==> config.mk <==
export PLATFORM = sky130hd
export DESIGN_NAME = peripheral_input_unit
export DESIGN_NICKNAME = d
export VERILOG_FILES = /design/src/rtl/periph_pkg.sv /design/src/rtl/button_debouncer.sv /design/src/rtl/peripheral_input_unit.sv
export SDC_FILE = /design/constraint.sdc
export NUM_CORES = 1
export LEC_CHECK = 0
export ABC_CLOCK_PERIOD_IN_PS = 2400
export BUFFER_PORTS_ARGS = -buffer_cell sky130_fd_sc_hd__buf_2
export CAP_MARGIN = 20
export CORE_AREA = 2 2 76 60
export DETAILED_ROUTE_END_ITERATION = 8
export DIE_AREA = 0 0 78 62
export PLACE_DENSITY = 0.76
export SLEW_MARGIN = 20
export SYNTH_ARGS = -nofsm -noshare
export SYNTH_HDL_FRONTEND = slang
export SYNTH_SLANG_ARGS = --single-unit
==> constraint.sdc <==
create_clock -name clock -period 2.4 [get_ports clock]
set_clock_uncertainty 0.1 [all_clocks]
set_input_delay 0.6 -clock clock [delete_from_list [all_inputs] [get_ports clock]]
set_output_delay 0.6 -clock clock [all_outputs]
set_load 0.005 [all_outputs]
==> src/rtl/periph_pkg.sv <==
// Shared definitions for the peripheral input unit: FSM state encoding and data width.
package periph_pkg;

  localparam int DATA_W = 32;

  typedef enum logic [1:0] {
    IDLE       = 2'd0,
    ARM        = 2'd1,
    WAIT_PRESS = 2'd2,
    DONE       = 2'd3
  } state_t;

endpackage

==> src/rtl/button_debouncer.sv <==
// Push-button conditioning: 2-flop synchronizer, stability counter, debounced level
// and a one-cycle pulse on each debounced rising edge.
module button_debouncer #(
  parameter int DEBOUNCE_CYCLES = 500000
) (
  input  logic clock,
  input  logic rst,
  input  logic button,
  output logic level,
  output logic rise
);

  localparam int CNT_W = $clog2(DEBOUNCE_CYCLES + 1);

  logic             sync_a;
  logic             sync_b;
  logic             level_q;
  logic [CNT_W-1:0] count;

  // NOTE: sequential state uses non-blocking assignments so every flop samples the
  // pre-edge value of its neighbours; the raw button only ever reaches sync_a.
  always_ff @(posedge clock or negedge rst) begin
    if (!rst) begin
      sync_a  <= 1'b0;
      sync_b  <= 1'b0;
      level   <= 1'b0;
      level_q <= 1'b0;
      count   <= '0;
    end else begin
      sync_a  <= button;
      sync_b  <= sync_a;
      level_q <= level;
      if (sync_b == level) begin
        count <= '0;
      end else if (count == CNT_W'(DEBOUNCE_CYCLES - 1)) begin
        level <= sync_b;
        count <= '0;
      end else begin
        count <= count + 1'b1;
      end
    end
  end

  assign rise = level & ~level_q;

endmodule

==> src/rtl/peripheral_input_unit.sv <==
// Responder for the processor's temporary-halt input handshake: holds the halt while the
// user sets switches and presses confirm. Optional wait limit: define PERIPH_TIMEOUT_EN.
module peripheral_input_unit
  import periph_pkg::*;
#(
  parameter int SW_WIDTH        = 16,
  parameter int DEBOUNCE_CYCLES = 500000,
  parameter int TIMEOUT_CYCLES  = 100000000
) (
  input  logic              clock,
  input  logic              rst,
  input  logic              halt_request,
  input  logic [SW_WIDTH-1:0] switches,
  input  logic              confirm_button,
  output logic              peripheral_signal,
  output logic [DATA_W-1:0] input_data,
  output logic              input_valid,
  output logic              timeout_flag
);

  state_t state, next_state;
  logic   button_level;
  logic   press;
  logic   latch_press;
  logic   do_timeout;
  logic   timeout_due;

  button_debouncer #(
    .DEBOUNCE_CYCLES(DEBOUNCE_CYCLES)
  ) u_debouncer (
    .clock (clock),
    .rst   (rst),
    .button(confirm_button),
    .level (button_level),
    .rise  (press)
  );

  always_ff @(posedge clock or negedge rst) begin
    if (!rst) state <= IDLE;
    else      state <= next_state;
  end

  // NOTE: every output of this block gets a default first, so no path leaves a latch.
  always_comb begin
    next_state  = state;
    latch_press = 1'b0;
    do_timeout  = 1'b0;
    unique case (state)
      IDLE: if (halt_request) next_state = ARM;
      ARM: begin
        if (!halt_request) next_state = IDLE;
        else if (timeout_due) begin
          do_timeout = 1'b1;
          next_state = DONE;
        end else if (!button_level) next_state = WAIT_PRESS;
      end
      WAIT_PRESS: begin
        // Abort outranks a coincident press; a press outranks a coincident timeout.
        if (!halt_request) next_state = IDLE;
        else if (press) begin
          latch_press = 1'b1;
          next_state  = DONE;
        end else if (timeout_due) begin
          do_timeout = 1'b1;
          next_state = DONE;
        end
      end
      DONE: if (!halt_request) next_state = IDLE;
      default: next_state = IDLE;
    endcase
  end

  always_ff @(posedge clock or negedge rst) begin
    if (!rst) begin
      peripheral_signal <= 1'b0;
      input_data        <= '0;
      input_valid       <= 1'b0;
    end else begin
      peripheral_signal <= (next_state == ARM) || (next_state == WAIT_PRESS);
      input_valid       <= latch_press | do_timeout;
      if (latch_press)     input_data <= DATA_W'(switches);
      else if (do_timeout) input_data <= '0;
    end
  end

`ifdef PERIPH_TIMEOUT_EN
  localparam int TO_W = $clog2(TIMEOUT_CYCLES + 1);

  logic [TO_W-1:0] wait_cnt;
  logic            waiting;

  assign waiting     = (state == ARM) || (state == WAIT_PRESS);
  assign timeout_due = waiting && (wait_cnt == TO_W'(TIMEOUT_CYCLES - 1));

  always_ff @(posedge clock or negedge rst) begin
    if (!rst) begin
      wait_cnt     <= '0;
      timeout_flag <= 1'b0;
    end else begin
      wait_cnt <= waiting ? wait_cnt + 1'b1 : '0;
      if (latch_press)     timeout_flag <= 1'b0;
      else if (do_timeout) timeout_flag <= 1'b1;
    end
  end
`else
  // No wait counter in this build: waiting is unbounded.
  localparam int unused_timeout_cycles = TIMEOUT_CYCLES;

  assign timeout_due  = 1'b0;
  assign timeout_flag = 1'b0;
`endif

endmodule

==> results.toml, run 1 <==
[run_status]
outcome = "finished, final reports clean"

[critical_path]
critPathBufInv = 0
worst_path_dominant_cell_family = "simple AND/OR/NAND/NOR gates"
setup.worst_path.start_class = "flip-flop"
critPathArrivalTime_ns = 2.09
required_ns = 2.49
worst_setup_path_end_kind = "flip-flop"
max_stage_delay_ns = 0.43
path_cells = "ha_1 -> nand4_1 -> nor4_1 -> mux2_2"
critPathMaxFanout = 6
cpMaxStageDelayCell = "nor4_1"
path_class = "flip-flop to flip-flop"

[synthesis]
synth_top_area_share = 0.5302
synth_xor_area_frac = 0.06905
yosysSeqAreaShare = 0.5302
yosysWarnings = 0
synthMuxAreaShare = 0.09926
synth-compound-area-share = 0.03822
syn_inst = 172
synth_seq_cells = 43
async_reset_ff_frac = 1.000
synth_top_cell_by_area = "dfrtp_1"
synth_edf_count = 0
yosys.area_share.adder = 0.006165
yosys.area_share.simple = 0.1708
ys_top_cells_by_area = "dfrtp_1 53%, mux2_2 9.4%, buf_4 6.3%, xnor2_1 5.2%, nor2_1 3.1%"
syn-cell-area_mm2 = 0.002029
synth_top_family_by_area = "simple AND/OR/NAND/NOR gates"
syn_avg_cell_area_um2 = 11.80
synth-main-ff-cell = "dfrtp_1"
synth_cell_types = 34

[clock_tree]
root_buffer = "clkbuf_8"
clkSinkCount = 43
clk_path_buf_depth = 2
hold_buffers = 0
clock_latency_ns = 0.30
clk_transition_reported_paths_ns = 0.08
cts_tree = "built"
ctsResizeCount = 0
cts_made_buffers = 5
h-tree-depth = 2
post_cts_buffers = 0

[global_routing]
grt_usage = 0.1604
grt_pass1_wl_um = 5658
grt_start_max_net_pins = 28
antenna_found_initial = 0
grt_pass1_vias = 1201
grt_overflow = 0

[timing]
hold_violations = 0
clock.fmax_ghz = 0.5003
rsz0062_at_grt = "no"
finalCriticalPeriod_ns = 1.999
worst_pin_slew_ns = 0.5790
hold_ws_ns = 0.1889
relSlewSlack = 0.6140
setup_viol = 0
setup_tns_ns = 0
period_share = 0.8329
maxSlewViolCount = 0

[power_and_ir_drop]
power.density_mw_per_mm2 = 633.6
max-vdd-ir-drop_mv = 0.3810
power_leakage_nw = 1.197
power.combinational.fraction = 0.051
clock_power_share = 0.446
seq_power_share = 0.503
p_sw_uw = 308.0
intPower_mw = 1.187
switching_share = 0.2060

[die]
num_rows = 21
die_w_um = 78
start_util = 0.4827
io_pins = 55
die_area_mm2 = 0.004836
core_area_mm2 = 0.004204
die_h_um = 62

[placement]
io_buffers = 37
place.gp.congestion = 0.7908
dpl.hpwl_um = 2574

[route]
firstDrtPassIters = 4
drtIter0Drc = 126
avgViaCountPerCell = 4.912
drt_wl_total_um = 3611
num_vias = 1346
drc = 0
wl_per_cell_um = 13.18
route.antenna.remaining_nets = 0

[finish]
drive_gt1_frac = 0.3318
layout_common_cells = "43 x dfrtp_1, 37 x buf_2, 17 x nor2_1, 17 x mux2_2, 17 x conb_1"
antenna_cells = 0
multi_input_area_um2 = 842.1
nFillCells = 370
layout_commonest_cell = "dfrtp_1"
seq_area_mm2 = 0.001076
syn2layout_area_growth_pct = 16.28
nNetsFinal = 237

[run]
drv_cap = 0

[hold_path]
hp-class = "input pin to async pin"
## worst register-to-register path: stages, from the launching register on
cell     delay, ns
dfrtp_1       0.42
ha_1          0.26
nand4_1       0.31
nor4_1        0.44
mux2_2        0.37
## path summary, 6_finish.rpt
check                                startpoint                     to  slack [ns]  cells after the start
setup reg to reg           u_debouncer.count[0]      u_debouncer.level        0.40                      4
hold reg to reg              u_debouncer.sync_a     u_debouncer.sync_b        0.25                      0
setup / recovery           u_debouncer.count[0]      u_debouncer.level        0.40                      4
min in group clock           u_debouncer.sync_a     u_debouncer.sync_b        0.25                      0
max in group asynchronous                   rst  u_debouncer.count[16]        1.46                      2
hold / removal                              rst   u_debouncer.count[8]        0.19                      1
## kinds of logic (layout without fill, tap and decap cells)
kind of cell             Yosys count  in the layout
AND/OR/NAND/NOR                   60             60
flip-flops                        43             43
buffers and inverters             24             53
multiplexers                      18             18
XOR/XNOR                          16             16
AO/OA/AOI/OAI                      9              9
adder cells (fa/ha/maj)            1              1
other                              1             17
## through the flow
step                instances  area [um^2]  utilization  setup slack, ns  power, mW
finish                    274         2360       0.5613           0.4011      1.495
global route              274         2360       0.5613           0.2728      1.561
CTS                       274         2360       0.5613           0.3976      1.510
floorplan                 188         2090            -           0.6025     0.8212
detailed placement        266         2223       0.5289           0.4164     0.8437
global placement          266         2223       0.5289           0.5054     0.8410
## final cells by class
cell class / count / share of cell area
clock buffers: 5 / 0.02916
clock inverters: 3 / 0.02863
flip-flops and latches: 43 / 0.4560
well taps: 57 / 0.03022
repair buffers: 42 / 0.09438
multi-input cells: 121 / 0.3568
inverters: 3 / 0.004772
## power groups by stage
stage	sequential (mW)	clock [mW]	combinational, mW
global placement	0.765	0	0.0762
CTS	0.751	0.680	0.0783
floorplan	0.763	0	0.0580
finish	0.752	0.667	0.0767
detailed placement	0.766	0	0.0777
global route	0.754	0.717	0.0903
## state kept, by name, summed over array words and instances (netlist names)
signal	cells
u_debouncer.sync_b	1
peripheral_signal	1
u_debouncer.level_q	1
state	2
u_debouncer.level	1
input_data	16
u_debouncer.sync_a	1
input_valid	1
u_debouncer.count	19
## cells in the mapped netlist (4+ instances only)
library cell and count:
dfrtp_1 43, buf_4 17, mux2_2 17, nor2_1 17, xnor2_1 12, nand2_1 8
nand3_1 8, nor4_1 6, nand4_1 4, xor2_1 4
## layer usage
layer  track usage  up-vias  share of wire
met2        0.2488       35           0.48
met1        0.2043      659           0.46
met5             0        -              0
met4       0.06767        0          0.013
li1              -      647              -
met3       0.06503        5          0.051
Power figures use the tool's default switching activity.
==> inputs of run 2 (changes only) <==
ABC_CLOCK_PERIOD_IN_PS = 1650   (was 2400)
CORE_AREA = 2 2 79 62   (was 2 2 76 60)
DIE_AREA = 0 0 81 64   (was 0 0 78 62)
PLACE_DENSITY = 0.75   (was 0.76)
clock period = 1.65 ns   (was 2.4 ns; I/O delays follow)
==> results.toml, run 2 (same netlist as run 1, synthesis figures left out) <==
[route]
drtIter0Drc = 79
firstDrtPassIters = 4
route.antenna.remaining_nets = 0
wl_per_cell_um = 14.57
wl_met2_um = 2284
wl_met1_um = 1890
num_vias = 1508
wl_met3_um = 207
drc = 0
avgViaCountPerCell = 4.912
topRoutingLayerUsed = "met4"
drt_wl_total_um = 4474

[critical_path]
worst_path_dominant_cell_family = "simple AND/OR/NAND/NOR gates"
worst_setup_path_end_kind = "flip-flop"
max_stage_delay_ns = 0.50
cpMaxStageDelayCell = "or4_4"
required_ns = 1.79
path_cells = "buf_6 -> nand4_4 -> or2_4 -> or4_4 -> a21oi_2"
setup.worst_path.start_class = "flip-flop"
critPathBufInv = 1
critPathArrivalTime_ns = 1.90
path_class = "flip-flop to flip-flop"
critPathMaxFanout = 4

[power_and_ir_drop]
p_sw_uw = 440.4
intPower_mw = 1.587
power.density_mw_per_mm2 = 732.7
power_leakage_nw = 1.436
clock_power_share = 0.393
power.combinational.fraction = 0.070
seq_power_share = 0.538
total_power_mw = 2.027
max-vdd-ir-drop_mv = 0.5928
switching_share = 0.2173

[finish]
layout_commonest_cell = "dfrtp_1"
final_area_mm2 = 0.002766
largest_reg_flops = 19
nNetsFinal = 271
max_flop_register = "u_debouncer.count"
layout.cells.non_filler = 307
layout_common_cells = "42 x dfrtp_1, 37 x buf_2, 27 x buf_4"
drive_gt1_frac = 0.4880
nFillCells = 346
antenna_cells = 0
top_regs = "u_debouncer.count: 19 flops, input_data: 16 flops, state: 2 flops"
syn2layout_area_growth_pct = 36.31

[die]
die_h_um = 64
io_pins = 55
core_area_mm2 = 0.004362
num_rows = 21
start_util = 0.4653
die_w_um = 81
die_area_mm2 = 0.005184

[clock_tree]
cts_made_buffers = 5
cts_tree = "built"
clock_latency_ns = 0.30
clk_path_buf_depth = 2
clk_transition_reported_paths_ns = 0.08
clkSinkCount = 43
h-tree-depth = 2
root_buffer = "clkbuf_8"

[timing]
finalCriticalPeriod_ns = 1.766
hold_violations = 0
rsz0062_at_grt = "yes"
fin_ws_ns = -0.1160
clock.fmax_ghz = 0.5663
hold_ws_ns = 0.1092
maxSlewViolCount = 0
setup_viol = 19
period_share = 1.070
setup_tns_ns = -1.567

[global_routing]
grt_start_max_net_pins = 44
grt_pass1_vias = 1442
grt_pass1_wl_um = 6651
grt_overflow = 0
grt_usage = 0.1757
antenna_found_initial = 0

[placement]
io_buffers = 37
dpl.hpwl_um = 2775
place.gp.congestion = 0.7998
dpl.cell_count = 288
placed_cell_area_mm2 = 0.002429

[hold_path]
hp-class = "input pin to flip-flop"

[run_status]
outcome = "complete, but fails checks"
violations = "negative setup slack"

[run]
drv_cap = 0
==> run 2: worst reg2reg max path, delay by kind of cell, from the launching register on <==
| family | cells | cell delay (ns) |
|---|---|---|
| flops | 1 | 0.42 |
| compound gates | 1 | 0.12 |
| buf+inv | 1 | 0.14 |
| simple gates | 3 | 0.92 |
==> run 2: timing repair <==
action | CTS | global route
hold buffers | 1 | 0
endpoints found under the setup margin | 18 | 19
hold endpoints to repair | 34 | 0
pin swaps | 6 | 11
setup buffers | 5 | 6
gates resized for setup | 10 | 21
==> run 2: metal layers <==
metal	GRT usage	up-vias
li1	-	715
met1	0.2188	744
met2	0.2758	39
met3	0.05226	10
met4	0.09110	0
met5	0	-
==> run 2: per-stage QoR <==
stage | utilization | setup WS [ns]
floorplan | - | -0.1283
global placement | 0.5568 | -0.06537
finish | 0.6343 | -0.1160
detailed placement | 0.5568 | -0.1317
CTS | 0.6041 | -0.05599
global route | 0.6343 | -0.1875
==> run 2: cell type report <==
cell class                 instances  area, um^2  area share
sequential                        43        1077      0.3894
multi-input combinational        121       955.9      0.3455
timing repair buffer              76       548.0      0.1981
clock buffer                       6       72.57     0.02623
tap                               57       71.32     0.02578
clock inverter                     1       30.03     0.01085
inverter                           3       11.26    0.004071
==> run 2: path summary, 6_finish.rpt <==
path	start	to	slack (ns)	cells past startpoint
max	u_debouncer.count[9]	u_debouncer.count[18]	-0.12	5
max in group asynchronous	rst	u_debouncer.count[11]	0.72	3
max reg2reg	u_debouncer.count[9]	u_debouncer.count[18]	-0.12	5
min in group asynchronous	rst	u_debouncer.count[14]	0.52	3
min reg2reg	u_debouncer.sync_a	u_debouncer.sync_b	0.26	0
min	confirm_button	u_debouncer.sync_a	0.11	1
==> run 2: power groups by stage <==
stage / Combinational (mW) / Clock, mW / Sequential, mW
2_1_floorplan: 0.0842 / 0 / 1.11
3_3_place_gp: 0.122 / 0 / 1.11
3_5_place_dp: 0.124 / 0 / 1.11
4_1_cts: 0.137 / 0.816 / 1.09
5_1_grt: 0.160 / 0.858 / 1.09
6_report: 0.141 / 0.796 / 1.09
